## config.mk

```make
export PLATFORM = sky130hd
export DESIGN_NAME = shake_arbiter_flat
export DESIGN_NICKNAME = d
export VERILOG_FILES = /design/src/rtl/shake_arbiter_if.sv /design/src/rtl/shake_arbiter.sv /design/src/flat_wrapper.sv
export SDC_FILE = /design/constraint.sdc
export NUM_CORES = 1
export LEC_CHECK = 0
export ABC_AREA = 1
export CAP_MARGIN = 15
export CORE_AREA = 2 2 207 209
export CTS_BUF_LIST = sky130_fd_sc_hd__clkbuf_4
export CTS_CLUSTER_SIZE = 40
export DETAILED_ROUTE_END_ITERATION = 10
export DIE_AREA = 0 0 209 211
export GPL_ROUTABILITY_DRIVEN = 0
export SLEW_MARGIN = 20
export SYNTH_ARGS = -nofsm -noshare
export SYNTH_HDL_FRONTEND = slang
export SYNTH_SLANG_ARGS = --single-unit
```

## constraint.sdc

```tcl
create_clock -name clk -period 2.1 [get_ports clk]
set_input_delay 0.63 -clock clk [delete_from_list [all_inputs] [get_ports clk]]
set_output_delay 0.63 -clock clk [all_outputs]
set_load 0.1 [all_outputs]
```

## src/rtl/shake_arbiter_if.sv

```systemverilog
// Requester-side and core-side handshake bundle for the SHAKE core arbiter.
// slave = arbiter view, master = view of the environment (samplers + core).
interface shake_arbiter_if #(
    parameter int unsigned NUM_REQ       = 4,
    parameter int unsigned DATA_IN_BITS  = 64,
    parameter int unsigned DATA_OUT_BITS = 64
);
    localparam int unsigned LEN_W = $clog2(DATA_IN_BITS) + 1;

    // requester side
    logic [NUM_REQ-1:0]              req;
    logic [NUM_REQ-1:0]              grant;
    logic [NUM_REQ-1:0]              req_absorb_next;
    logic [NUM_REQ*DATA_IN_BITS-1:0] req_data_in;
    logic [NUM_REQ-1:0]              req_in_valid;
    logic [NUM_REQ-1:0]              req_in_last;
    logic [NUM_REQ*LEN_W-1:0]        req_last_len;
    logic [NUM_REQ-1:0]              req_out_ready;
    logic [NUM_REQ-1:0]              req_in_ready;
    logic [NUM_REQ-1:0]              req_out_valid;
    logic [DATA_OUT_BITS-1:0]        req_data_out;

    // core side
    logic                            shake_force_rst;
    logic                            shake_mode;
    logic [DATA_IN_BITS-1:0]         shake_data_in;
    logic                            shake_in_valid;
    logic                            shake_in_last;
    logic [LEN_W-1:0]                shake_last_len;
    logic                            shake_out_ready;
    logic [DATA_OUT_BITS-1:0]        shake_data_out;
    logic                            shake_out_valid;
    logic                            shake_in_ready;

    modport slave (
        input  req, req_absorb_next, req_data_in, req_in_valid, req_in_last,
               req_last_len, req_out_ready,
               shake_data_out, shake_out_valid, shake_in_ready,
        output grant, req_in_ready, req_out_valid, req_data_out,
               shake_force_rst, shake_mode, shake_data_in, shake_in_valid,
               shake_in_last, shake_last_len, shake_out_ready
    );

    modport master (
        output req, req_absorb_next, req_data_in, req_in_valid, req_in_last,
               req_last_len, req_out_ready,
               shake_data_out, shake_out_valid, shake_in_ready,
        input  grant, req_in_ready, req_out_valid, req_data_out,
               shake_force_rst, shake_mode, shake_data_in, shake_in_valid,
               shake_in_last, shake_last_len, shake_out_ready
    );
endinterface

```

## src/rtl/shake_arbiter.sv

```systemverilog
// Locked round-robin arbiter sharing one SHAKE128/256 core between sampler
// engines. Each grant is preceded by a one-cycle core flush and mode select;
// the owner keeps the core until it drops its request.
module shake_arbiter #(
    parameter int unsigned         NUM_REQ       = 4,
    parameter int unsigned         DATA_IN_BITS  = 64,
    parameter int unsigned         DATA_OUT_BITS = 64,
    parameter logic [NUM_REQ-1:0]  MODE_VEC      = NUM_REQ'(4'b0110)
) (
    input logic            clk,
    input logic            rst,
    shake_arbiter_if.slave bus
);
    localparam int unsigned IDX_W = (NUM_REQ > 1) ? $clog2(NUM_REQ) : 1;
    localparam int unsigned LEN_W = $clog2(DATA_IN_BITS) + 1;

    typedef enum logic [1:0] {IDLE, FLUSH, BUSY} state_t;

    state_t                   state;
    logic [IDX_W-1:0]         owner;
    logic [IDX_W-1:0]         rr_ptr;
    logic [IDX_W-1:0]         rr_next;
    logic [IDX_W-1:0]         winner;
    logic                     found;
    int unsigned              idx;
    logic                     flush;
    logic                     mode_q;
    logic [NUM_REQ-1:0]       grant_q;
    logic                     busy;
    logic [DATA_OUT_BITS-1:0] data_out;

    // Round-robin search: first requester at or after rr_ptr, wrapping.
    always_comb begin
        winner = rr_ptr;
        found  = 1'b0;
        idx    = 0;
        for (int unsigned i = 0; i < NUM_REQ; i++) begin
            idx = (32'(rr_ptr) + i) % NUM_REQ;
            if (!found && bus.req[idx]) begin
                winner = IDX_W'(idx);
                found  = 1'b1;
            end
        end
    end

    assign rr_next = (32'(owner) == NUM_REQ - 1) ? '0 : owner + 1'b1;

    // Session FSM: IDLE picks and flushes, FLUSH confirms, BUSY holds until release.
    always_ff @(posedge clk) begin
        if (rst) begin
            state   <= IDLE;
            owner   <= '0;
            rr_ptr  <= '0;
            flush   <= 1'b0;
            mode_q  <= 1'b0;
            grant_q <= '0;
        end else begin
            case (state)
                IDLE: begin
                    if (|bus.req) begin
                        owner  <= winner;
                        mode_q <= MODE_VEC[winner];
                        flush  <= 1'b1;
                        state  <= FLUSH;
                    end
                end
                FLUSH: begin
                    flush <= 1'b0;
                    if (bus.req[owner]) begin
                        grant_q <= NUM_REQ'(1) << owner;
                        state   <= BUSY;
                    end else begin
                        state <= IDLE;
                    end
                end
                BUSY: begin
                    if (!bus.req[owner]) begin
                        grant_q <= '0;
                        rr_ptr  <= rr_next;
                        state   <= IDLE;
                    end
                end
                default: state <= IDLE;
            endcase
        end
    end

    assign busy             = (state == BUSY);
    assign data_out         = bus.shake_data_out;
    assign bus.req_data_out = data_out;
    assign bus.grant        = grant_q;
    assign bus.shake_mode   = mode_q;

    // Owner-slice mux to the core; everything is quiet outside a granted session.
    // In BUSY the force-reset is the owner's absorb_next, so re-absorb keeps the grant.
    always_comb begin
        bus.shake_data_in   = '0;
        bus.shake_in_valid  = 1'b0;
        bus.shake_in_last   = 1'b0;
        bus.shake_last_len  = '0;
        bus.shake_out_ready = 1'b0;
        bus.shake_force_rst = flush;
        bus.req_in_ready    = '0;
        bus.req_out_valid   = '0;
        if (busy) begin
            bus.shake_data_in        = bus.req_data_in[owner*DATA_IN_BITS +: DATA_IN_BITS];
            bus.shake_in_valid       = bus.req_in_valid[owner];
            bus.shake_in_last        = bus.req_in_last[owner];
            bus.shake_last_len       = bus.req_last_len[owner*LEN_W +: LEN_W];
            bus.shake_out_ready      = bus.req_out_ready[owner];
            bus.shake_force_rst      = bus.req_absorb_next[owner];
            bus.req_in_ready[owner]  = bus.shake_in_ready;
            bus.req_out_valid[owner] = bus.shake_out_valid;
        end
    end

    // Grant must be one-hot or zero, and only held while a session is active.
    always_ff @(posedge clk) begin
        if (!rst) begin
            assert ($onehot0(grant_q));
            assert (state == BUSY || grant_q == '0);
        end
    end
endmodule

```

## src/flat_wrapper.sv

```systemverilog
// flat-port wrapper written by rule: the top's interface ports become plain ports
module shake_arbiter_flat 
#(
    parameter int unsigned         NUM_REQ       = 4,
    parameter int unsigned         DATA_IN_BITS  = 64,
    parameter int unsigned         DATA_OUT_BITS = 64,
    parameter logic [NUM_REQ-1:0]  MODE_VEC      = NUM_REQ'(4'b0110)
)
  (clk, rst, bus_req, bus_req_absorb_next, bus_req_data_in, bus_req_in_valid, bus_req_in_last, bus_req_last_len, bus_req_out_ready, bus_shake_data_out, bus_shake_out_valid, bus_shake_in_ready, bus_grant, bus_req_in_ready, bus_req_out_valid, bus_req_data_out, bus_shake_force_rst, bus_shake_mode, bus_shake_data_in, bus_shake_in_valid, bus_shake_in_last, bus_shake_last_len, bus_shake_out_ready);
  shake_arbiter_if #(.NUM_REQ(NUM_REQ), .DATA_IN_BITS(DATA_IN_BITS), .DATA_OUT_BITS(DATA_OUT_BITS)) bus_i ();
  input logic clk;
  input logic rst;
  input wire logic [$bits(bus_i.req)-1:0] bus_req;
  input wire logic [$bits(bus_i.req_absorb_next)-1:0] bus_req_absorb_next;
  input wire logic [$bits(bus_i.req_data_in)-1:0] bus_req_data_in;
  input wire logic [$bits(bus_i.req_in_valid)-1:0] bus_req_in_valid;
  input wire logic [$bits(bus_i.req_in_last)-1:0] bus_req_in_last;
  input wire logic [$bits(bus_i.req_last_len)-1:0] bus_req_last_len;
  input wire logic [$bits(bus_i.req_out_ready)-1:0] bus_req_out_ready;
  input wire logic [$bits(bus_i.shake_data_out)-1:0] bus_shake_data_out;
  input wire logic [$bits(bus_i.shake_out_valid)-1:0] bus_shake_out_valid;
  input wire logic [$bits(bus_i.shake_in_ready)-1:0] bus_shake_in_ready;
  output wire logic [$bits(bus_i.grant)-1:0] bus_grant;
  output wire logic [$bits(bus_i.req_in_ready)-1:0] bus_req_in_ready;
  output wire logic [$bits(bus_i.req_out_valid)-1:0] bus_req_out_valid;
  output wire logic [$bits(bus_i.req_data_out)-1:0] bus_req_data_out;
  output wire logic [$bits(bus_i.shake_force_rst)-1:0] bus_shake_force_rst;
  output wire logic [$bits(bus_i.shake_mode)-1:0] bus_shake_mode;
  output wire logic [$bits(bus_i.shake_data_in)-1:0] bus_shake_data_in;
  output wire logic [$bits(bus_i.shake_in_valid)-1:0] bus_shake_in_valid;
  output wire logic [$bits(bus_i.shake_in_last)-1:0] bus_shake_in_last;
  output wire logic [$bits(bus_i.shake_last_len)-1:0] bus_shake_last_len;
  output wire logic [$bits(bus_i.shake_out_ready)-1:0] bus_shake_out_ready;
  assign bus_i.req = bus_req;
  assign bus_i.req_absorb_next = bus_req_absorb_next;
  assign bus_i.req_data_in = bus_req_data_in;
  assign bus_i.req_in_valid = bus_req_in_valid;
  assign bus_i.req_in_last = bus_req_in_last;
  assign bus_i.req_last_len = bus_req_last_len;
  assign bus_i.req_out_ready = bus_req_out_ready;
  assign bus_i.shake_data_out = bus_shake_data_out;
  assign bus_i.shake_out_valid = bus_shake_out_valid;
  assign bus_i.shake_in_ready = bus_shake_in_ready;
  assign bus_grant = bus_i.grant;
  assign bus_req_in_ready = bus_i.req_in_ready;
  assign bus_req_out_valid = bus_i.req_out_valid;
  assign bus_req_data_out = bus_i.req_data_out;
  assign bus_shake_force_rst = bus_i.shake_force_rst;
  assign bus_shake_mode = bus_i.shake_mode;
  assign bus_shake_data_in = bus_i.shake_data_in;
  assign bus_shake_in_valid = bus_i.shake_in_valid;
  assign bus_shake_in_last = bus_i.shake_in_last;
  assign bus_shake_last_len = bus_i.shake_last_len;
  assign bus_shake_out_ready = bus_i.shake_out_ready;
  shake_arbiter #(.NUM_REQ(NUM_REQ), .DATA_IN_BITS(DATA_IN_BITS), .DATA_OUT_BITS(DATA_OUT_BITS), .MODE_VEC(MODE_VEC)) u_core (.clk(clk), .rst(rst), .bus(bus_i));
endmodule
```

### After elaboration in Yosys (flattened, before gate mapping)

Cells that the tools add are included.

* register bits: 12
* bits of input ports: 372
* output and inout port bits: 152

* add/subtract/negate cells: 4
* $mul: 1
* order comparisons: 7
* equality and inequality tests: 6
* shifts and indexed selects: 3
* multiplexer cells: 46
* bitwise operators: 3
* reduce and logical (&&, ||, !) cells: 16

Operators by type and width (number)
* $shiftx 256x9->64: 1
* $mux 64: 1
* $shiftx 28x6->7: 1
* $bmux 1 s2: 10
* $mux 1: 19
* $lt 2x3->1 const B: 6
* $mux 4: 4
* $mux 2: 7
* $and 4x4->4: 2
* $pmux 4 s2: 1
* $reduce_and 2->1: 4
* $mux 7: 1
* $pmux 2 s3: 1
* $mul 2x3->5 const B: 1
* $add 2x1->2 const B: 2
* $add 2x2->2 const B: 2
* $eq 2x2->1 const B: 2
* $logic_and 1x1->1: 4
* $ne 2x1->1 const B: 2
* $reduce_bool 2->1: 2
* $reduce_or 4->1: 1
* $shl 1x2->4 const A: 1
* $logic_not 1->1: 3
* $reduce_and 3->1: 1
* 7 further kinds: 7

### Depth between registers and ports, before layout

Gate-level depths: netlist of run 1.

* depth in word-level cells: 14
* mapped depth: 15
* gate-level depth less buffers: 15

### Worst setup path before layout of run 1

OpenSTA, ideal clock, no wires.

* path kind: reg2out
* from: register u_core.owner[0]
* to: output port bus_req_in_ready[0]
* arrival: 3277 ps
* required time: 1470 ps
* setup slack: -1807 ps
* stages on the path, launching flop included: 7
* path through: dfxtp_1 -> inv_2 -> clkbuf_1 -> clkbuf_1 -> ha_1 -> inv_1 -> nor3_1

* cells in the longest elaborated chain, start to end: 6
* elaborated cells on any way between the ends: 7

RTL lines
* start, declared: line shake_arbiter.sv:20 `logic [IDX_W-1:0] owner;`
* start signal, assigned: line shake_arbiter.sv:61 `owner <= winner;`
* $lt 2x3->1 (implied by the code) or $ge 2x1->1 (tied branches): line shake_arbiter.sv:112 `bus.req_in_ready[owner] = bus.shake_in_ready;`
* $logic_and 1x1->1 (implied by the code): line shake_arbiter.sv:112
* $mux 1 (implied by the code): line shake_arbiter.sv:112
* $demux 1 s2 *
* $and 4x4->4 (no source line) *
* $mux 4 *: line shake_arbiter.sv:105 `if (busy) begin`
* end, declared: line flat_wrapper.sv:24 `output wire logic [$bits(bus_i.req_in_ready)-1:0] bus_req_in_ready;`

Every way passes the cells marked *; elsewhere a longest branch is shown, timed or not.

### Final worst setup path of run 1

* from: register u_core.owner[0]
* to: output port bus_shake_data_in[42]

* cells in the longest elaborated chain, start to end: 2

RTL lines
* $shiftx 256x9->64: line shake_arbiter.sv:106 `bus.shake_data_in = bus.req_data_in[owner*DATA_IN_BITS +: DATA_IN_BITS];`
* $mux 64: line shake_arbiter.sv:105
* end, declared: line flat_wrapper.sv:29 `output wire logic [$bits(bus_i.shake_data_in)-1:0] bus_shake_data_in;`

Every way passes these cells.

==> results of run 1 <==
-- how the worst max path moves through the flow --
stage / start / endpoint / slack, ns
2_1_floorplan: u_core.owner[0]$_SDFFE_PP0P_ / bus_shake_data_in[14] / -1.0
3_3_place_gp: bus_req_data_in[42] / bus_shake_data_in[42] / -0.57
3_5_place_dp: bus_req_data_in[170] / bus_shake_data_in[42] / -0.52
4_1_cts: u_core.owner[0]$_SDFFE_PP0P_ / bus_shake_data_in[42] / -0.32
5_1_grt: u_core.owner[0]$_SDFFE_PP0P_ / bus_shake_last_len[4] / -0.37
6_report: u_core.owner[0]$_SDFFE_PP0P_ / bus_shake_data_in[42] / -0.32
-- tightest hold or removal path, delay by kind of cell (launching register included) --
family	cells	cell delay (ns)
AOI/OAI and AO/OA	1	0.06
DFF	1	0.32
buffers and inverters	1	0.05
-- logic make-up after synthesis --
group / after synthesis / synth area share, %
compound gates: 246 / 31.1
buf+inv: 153 / 20.9
simple gates: 398 / 39.5
fa+ha+maj: 8 / 2.50
flops: 12 / 6.00
-- state kept, by name, summed over array words and instances, names as in the netlist --
signal,cells
u_core.flush,1
u_core.bus.grant,4
u_core.rr_ptr,2
u_core.state,2
u_core.owner,2
u_core.bus.shake_mode,1
-- Yosys cell counts, types with 10 or more instances --
cell	count
nand3_1	10
inv_1	23
clkbuf_1	40
nand2_2	12
o21ai_0	154
buf_4	64
buf_2	12
dfxtp_1	12
nor2_1	304
a21oi_1	85
nand2_1	58
-- power groups by stage --
stage / Clock (mW) / Combinational, mW / Sequential (mW)
6_report: 0.146 / 5.22 / 0.316
5_1_grt: 0.166 / 5.56 / 0.321
4_1_cts: 0.153 / 5.04 / 0.314
3_5_place_dp: 0 / 4.42 / 0.315
3_3_place_gp: 0 / 4.39 / 0.315
2_1_floorplan: 0 / 3.09 / 0.391
-- repair_timing --
item                                   in CTS  in global routing
gates resized for setup                   235                 85
pin swaps                                  92                 30
endpoints found under the hold margin       0                  0
buffers inserted                           18                  4
setup endpoints to repair                  83                 87
gates cloned                                5                  2
-- stage by stage --
step	instances	hold WS (ns)	setup slack (ns)	power, mW
6_report	1718	0.476	-0.323	5.68
5_1_grt	1718	0.533	-0.372	6.05
4_1_cts	1712	0.482	-0.316	5.51
3_5_place_dp	1686	0.467	-0.523	4.74
3_3_place_gp	1686	0.474	-0.568	4.70
2_1_floorplan	817	0.447	-0.998	3.48
-- cell type report --
type	instances	area, µm²	area share [%]
inverters	28	121	1.11
repair buffers	482	5890	54.1
flip-flops and latches	12	250	2.30
well taps	539	674	6.19
diodes	1	2.50	0.0230
multi-input cells	652	3930	36.1
clock buffers	3	22.5	0.207
clock inverters	1	3.75	0.0344
-- metal layers --
metal  vias to the layer above  track usage, %  part of all wire [%]
met2                       314            20.7                    49
met5                         -               0                 0.046
met3                        68            2.04                   6.7
li1                       3320               -                     -
met4                         2            5.37                   4.5
met1                      3147            13.4                    39
==> results.md, run 1 <==
- Final Cycle Share: 115%
- Post-Route Skew: 0.000309 ns
- Min-delay src: u_core.flush$_SDFFE_PP0P_
- Top cell type's share of synthesized area: 28.5%
- Endpoint class of the critical path: output pin
- Fmax: 413 MHz
- Cell Pwr Density: 521 mW/mm²
- Worst R2R Start: u_core.owner[1]$_SDFFE_PP0P_
- #FFs+latches synth: 12
- Tightest Pin Transition: 0.462 ns
- P_leak: 4.31 nW
- Failing checks: setup timing
- Hold Crit Class: flop to flop
- Maximum VDD drop: 0.350 mV
- # rows: 75
- Largest net degree at the start of global routing: 40
- Drt first pass iters: 5
- CTS Sinks: 12
- Max-slew violations: 0
- Final worst slack: -0.323 ns
- Num CTS Buffers: 3
- Hold Path Stages: 2
- Routed len/inst: 16.6 µm
- Internal: 2.55 mW
- Critical Path RT: 1.47 ns
- Delay-heaviest family, CP: buffers and inverters
- CP Data Arrival Time: 1.79 ns
- P_sw: 3.14 mW
- Routed Wire Length: 28400 µm
- Synth unique cells: 25
- Sequential element share of the synthesized area: 6.00%
- Area Overhead vs Synth: 172%
- Vias in the first global route: 6845
- Most frequent cells in the layout: nor2_1 (276), clkdlybuf4s50_1 (227), buf_12 (103), o21ai_1 (81), dlygate4sd2_1 (62)
- Critical path cell sequence: inv_6, buf_12, buf_8, o21ai_1, a21oi_2, buf_12
- Worst setup SP type: flop
- Synth Flop Type: dfxtp_1
- Average size of a mapped cell: 4.90 µm²
- Yosys warning count: 0
- Outcome: finished, violations left
- Max_slew headroom: 69.2%
- Chip Height: 211 µm
- CTS tree: built
- Clock latency on the worst-skew pair: 0.26 ns
- Hold Vio Cnt, Final: 0
- Global-route usage over all layers: 11.6%
- Reg2reg end: u_core.state[0]$_SDFFE_PP0P_
- Area contributors post-synth: nor2_1 (28%), o21ai_0 (19%), buf_4 (12%), a21oi_1 (11%), dfxtp_1 (6.0%)
- # setup viols final: 83
- Core Region: 0.0418 mm²
- Setup TNS: -17.43 ns
- Total grt overflow: 0
- Area of placed instances: 0.00997 mm²
- Cts hold-fix bufs: 0
- Initial antenna violation count: 2
- Most used cell, CP: buf_12
- Via density: 3.99
- Final Util: 26.1%
- Sw Share: 55.2%
- Final instance area: 0.0109 mm²
- WS Path Type: flop to output pin
- Max Cap Viol: 0
- PortBufs: 395
- Die X: 209 µm
- CP Depth: 6
- Most common cell after layout, fill and taps aside: nor2_1
- Number of DRC markers in iteration 0: 291
- WHS Endpoint: u_core.flush$_SDFFE_PP0P_
- Via count: 6851
- Reg clk slew, reported paths: 0.08 ns
- Deepest clock path buffer count: 2
- Global-route wire length before repair: 39700 µm
- Seq pwr share: 5.6%
- Cells after Synth: 817
- Post-DP HPWL: 21300 µm
- Nets: 1559
- Post-route ant nets: 0
- Drc violations: 0
- Post-Syn Area: 0.00400 mm²
- Crit path time final: 2.42 ns
- Number of synthesized flops with an enable pin: 0
- Filler cells: 4501
- Most area-hungry cell type in the Yosys netlist: nor2_1
- Starting Density: 9.59%
- Setup slack, reg-to-reg: 0.32 ns
- Clk Tree Root Cell: clkbuf_4
- Slowest CP cell: dfxtp_4
- Buf+Inv Stages, Crit Path: 4
- Logic pwr share: 91.9%
- Max incr delay on CP: 0.40 ns
- FF-to-FF path depth: 11
- Clock power share: 2.6%
- RSZ-0062 raised after global routing: true
- Share of cells above drive strength 1: 32.5%
- H-tree Lvls: 1
- Crit-path max FO: 11
- Die ar.: 0.0441 mm²
- Synthesized Nets: 1197
- Async SR Flop Fraction: 0%
- Num ports: 524
(Power assumes the default switching activity.)
==> run 2, diff against run 1 <==
- CORE_AREA: 2 2 207 209 -> 2 2 203 205
- DIE_AREA: 0 0 209 211 -> 0 0 205 207
- SLEW_MARGIN: 20 -> unset
==> run 2 against run 1 <==
Against the previous run:
- the run still ends with setup timing left
- largest cell class unchanged
- routed wire length up 7.4%
- global-route usage up 0.085 points
- critical endpoint is now bus_shake_data_in[7]
- clock power about the same
- sequential cell count unchanged
- core utilization up 3.6 points
- largest power group unchanged
- cell area up 10%
- clock-buffer cell count unchanged
- via count up 2.1%
==> results.md, run 2 (synthesis results as in run 1) <==
- Slowest CP cell: dfxtp_4
- Reg clk slew, reported paths: 0.07 ns (about the same)
- Number of DRC markers in iteration 0: 493 (+69%)
- Crit-path max FO: 7 (-4)
- Clk Tree Root Cell: clkbuf_4
- Final instance area: 0.0120 mm² (+10%)
- P_leak: 4.49 nW (+4.2%)
- Fmax: 409 MHz (-0.96%)
- # setup viols final: 83 (unchanged)
- Routed Wire Length: 30500 µm (+7.4%)
- CTS tree: built
- Crit path time final: 2.45 ns (+0.0234 ns)
- Num CTS Buffers: 3 (unchanged)
- Most frequent cells in the layout: clkdlybuf4s50_1 (270), nor2_1 (202), buf_12 (108), o21ai_2 (71), o21ai_1 (69)
- Largest net degree at the start of global routing: 74 (+85%)
- Max FFs per register: 4 (unchanged)
- Min-delay src: u_core.flush$_SDFFE_PP0P_
- Outcome: finished, violations left
- Max incr delay on CP: 0.38 ns (-0.02 ns)
- Reg2reg end: u_core.bus.grant[1]$_SDFFE_PP0P_
- WS Path Type: flop to output pin
- Delay-heaviest family, CP: buffers and inverters
- Drc violations: 0 (unchanged)
- Most used cell, CP: buf_12
- Endpoint class of the critical path: output pin
- CTS Sinks: 12 (unchanged)
- Buf+Inv Stages, Crit Path: 5 (+1)
- Global-route usage over all layers: 11.7% (+0.085 points)
- Hold Crit Class: flop to flop
- Tightest Pin Transition: 0.393 ns (-0.0690 ns)
- Area Overhead vs Synth: 199%
- Max_slew headroom: 73.7% (+4.5 points)
- Initial antenna violation count: 2 (unchanged)
- Max-slew violations: 0 (unchanged)
- Failing checks: setup timing
- Maximum VDD drop: 0.325 mV (-7.1%)
- Cell Pwr Density: 550 mW/mm² (+5.4%)
- Routed len/inst: 17.7 µm (+7.0%)
- H-tree Lvls: 1 (unchanged)
- Drt first pass iters: 5 (unchanged)
- Setup slack, reg-to-reg: 0.10 ns (-0.22 ns)
- Chip Height: 207 µm (-1.9%)
- Worst R2R Start: u_core.owner[0]$_SDFFE_PP0P_
- PortBufs: 395 (unchanged)
- Global-route wire length before repair: 38600 µm (-3.0%)
- Most common cell after layout, fill and taps aside: clkdlybuf4s50_1
- Deepest clock path buffer count: 2 (unchanged)
- Post-DP HPWL: 19900 µm (-6.4%)
- Via density: 4.06 (+1.8%)
- Starting Density: 9.92% (+0.33 points)
- CP Depth: 9 (+3)
- Die X: 205 µm (-1.9%)
- Hold Vio Cnt, Final: 0 (unchanged)
- Max Cap Viol: 0 (unchanged)
- Crit path from: u_core.owner[0]$_SDFFE_PP0P_
- Die ar.: 0.0424 mm² (-3.8%)
- Vias in the first global route: 6781 (-0.93%)
- Post-route ant nets: 0 (unchanged)
- Final worst slack: -0.346 ns (-0.0234 ns)
- Worst Setup EP: bus_shake_data_in[7]
- Share of cells above drive strength 1: 42.0% (+9.5 points)
- Nets: 1571 (+0.77%)
- Post-Route Skew: 0.00113 ns (+0.000824 ns)
- Tot Pwr: 6.59 mW (+16%)
- Critical path cell sequence: buf_12, buf_12, buf_12, buf_12, nor2_4, nor2_1, o21ai_1, a21oi_2, buf_12
- Total grt overflow: 0 (unchanged)
- RSZ-0062 raised after global routing: true
- CP Data Arrival Time: 1.82 ns (+0.03 ns)
- Via count: 6998 (+2.1%)
- Num ports: 524 (unchanged)
- Area of placed instances: 0.00990 mm² (-0.65%)
- FF-to-FF path depth: 12 (+1)
- Clock latency on the worst-skew pair: 0.28 ns (+0.02 ns)
- Cts hold-fix bufs: 0 (unchanged)
- # rows: 74 (-1.3%)
- Worst setup SP type: flop
- Core Region: 0.0404 mm² (-3.3%)
- Final Cycle Share: 116% (+1.1 points)
- Critical Path RT: 1.47 ns (about the same)
-- run 2: cell types whose count changed in the layout (fill, tap and decap cells not counted), moves of 7 or more --
cell             change
buf_16              +10
buf_4               -11
clkbuf_16            +7
clkdlybuf4s50_1     +43
dlygate4sd2_1       -42
nor2_1              -74
nor2_2              +39
nor2_4              +35
o21ai_0             -17
o21ai_1             -12
o21ai_2             +19
o21ai_4             +10
-- run 2: area by class of cell --
cell class | count | area, µm²
fill | 4247 | 28400
timing repair buffer | 494 | 6390
multi-input combinational | 652 | 4500
tap | 532 | 666
sequential | 12 | 250
inverter | 28 | 148
clock buffer | 3 | 22.5
antenna | 2 | 5.00
clock inverter | 1 | 3.75
-- run 2: worst min path at each step --
stage	endpoint	slack (ns)	depth (start not counted)
CTS	u_core.flush$_SDFFE_PP0P_	0.50	2
floorplan	u_core.flush$_SDFFE_PP0P_	0.45	2
global route	u_core.bus.grant[3]$_SDFFE_PP0P_	0.53	2
global placement	u_core.flush$_SDFFE_PP0P_	0.47	2
finish	u_core.flush$_SDFFE_PP0P_	0.49	2
detailed placement	u_core.flush$_SDFFE_PP0P_	0.48	2
-- run 2: where the power goes --
part | leakage, nW | switching [mW] | total, mW | internal (mW)
combinational | 4.37 | 3.45 | 6.13 | 2.68
clock | 0.0154 | 0.0795 | 0.148 | 0.0689
sequential | 0.100 | 0.0435 | 0.309 | 0.266
-- run 2: stage by stage --
step / util (%) / TNS [ns] / hold slack, ns / worst slack [ns] / std cells
floorplan: - / -39.21 / 0.447 / -0.998 / 817
detailed placement: 24.5 / -25.66 / 0.483 / -0.480 / 1673
CTS: 26.7 / -22.25 / 0.498 / -0.354 / 1699
global route: 29.7 / -28.58 / 0.527 / -0.419 / 1723
finish: 29.7 / -22.16 / 0.489 / -0.346 / 1724
global placement: 24.5 / -24.68 / 0.472 / -0.498 / 1673
-- run 2: what timing repair did --
item / CTS / global route
resized for setup: 207 / 275
setup buffers: 11 / 14
setup endpoints to repair: 83 / 85
gates cloned: 11 / 11
pin swaps: 59 / 120
-- run 2: layer usage --
| layer | global-route usage (%) | vias up | wire, µm |
|---|---|---|---|
| met4 | 3.32 | 2 | 696 |
| met3 | 2.33 | 46 | 2280 |
| met1 | 13.4 | 3263 | 12200 |
| met2 | 21.6 | 324 | 15400 |
| li1 | - | 3363 | - |
| met5 | 0 | - | 13 |
-- run 2: worst min-delay path, delay by kind of cell, from the launching register on --
kind                   cells  cell delay, ns
buffers and inverters      1            0.05
AO/OA/AOI/OAI              1            0.06
flip-flops                 1            0.32
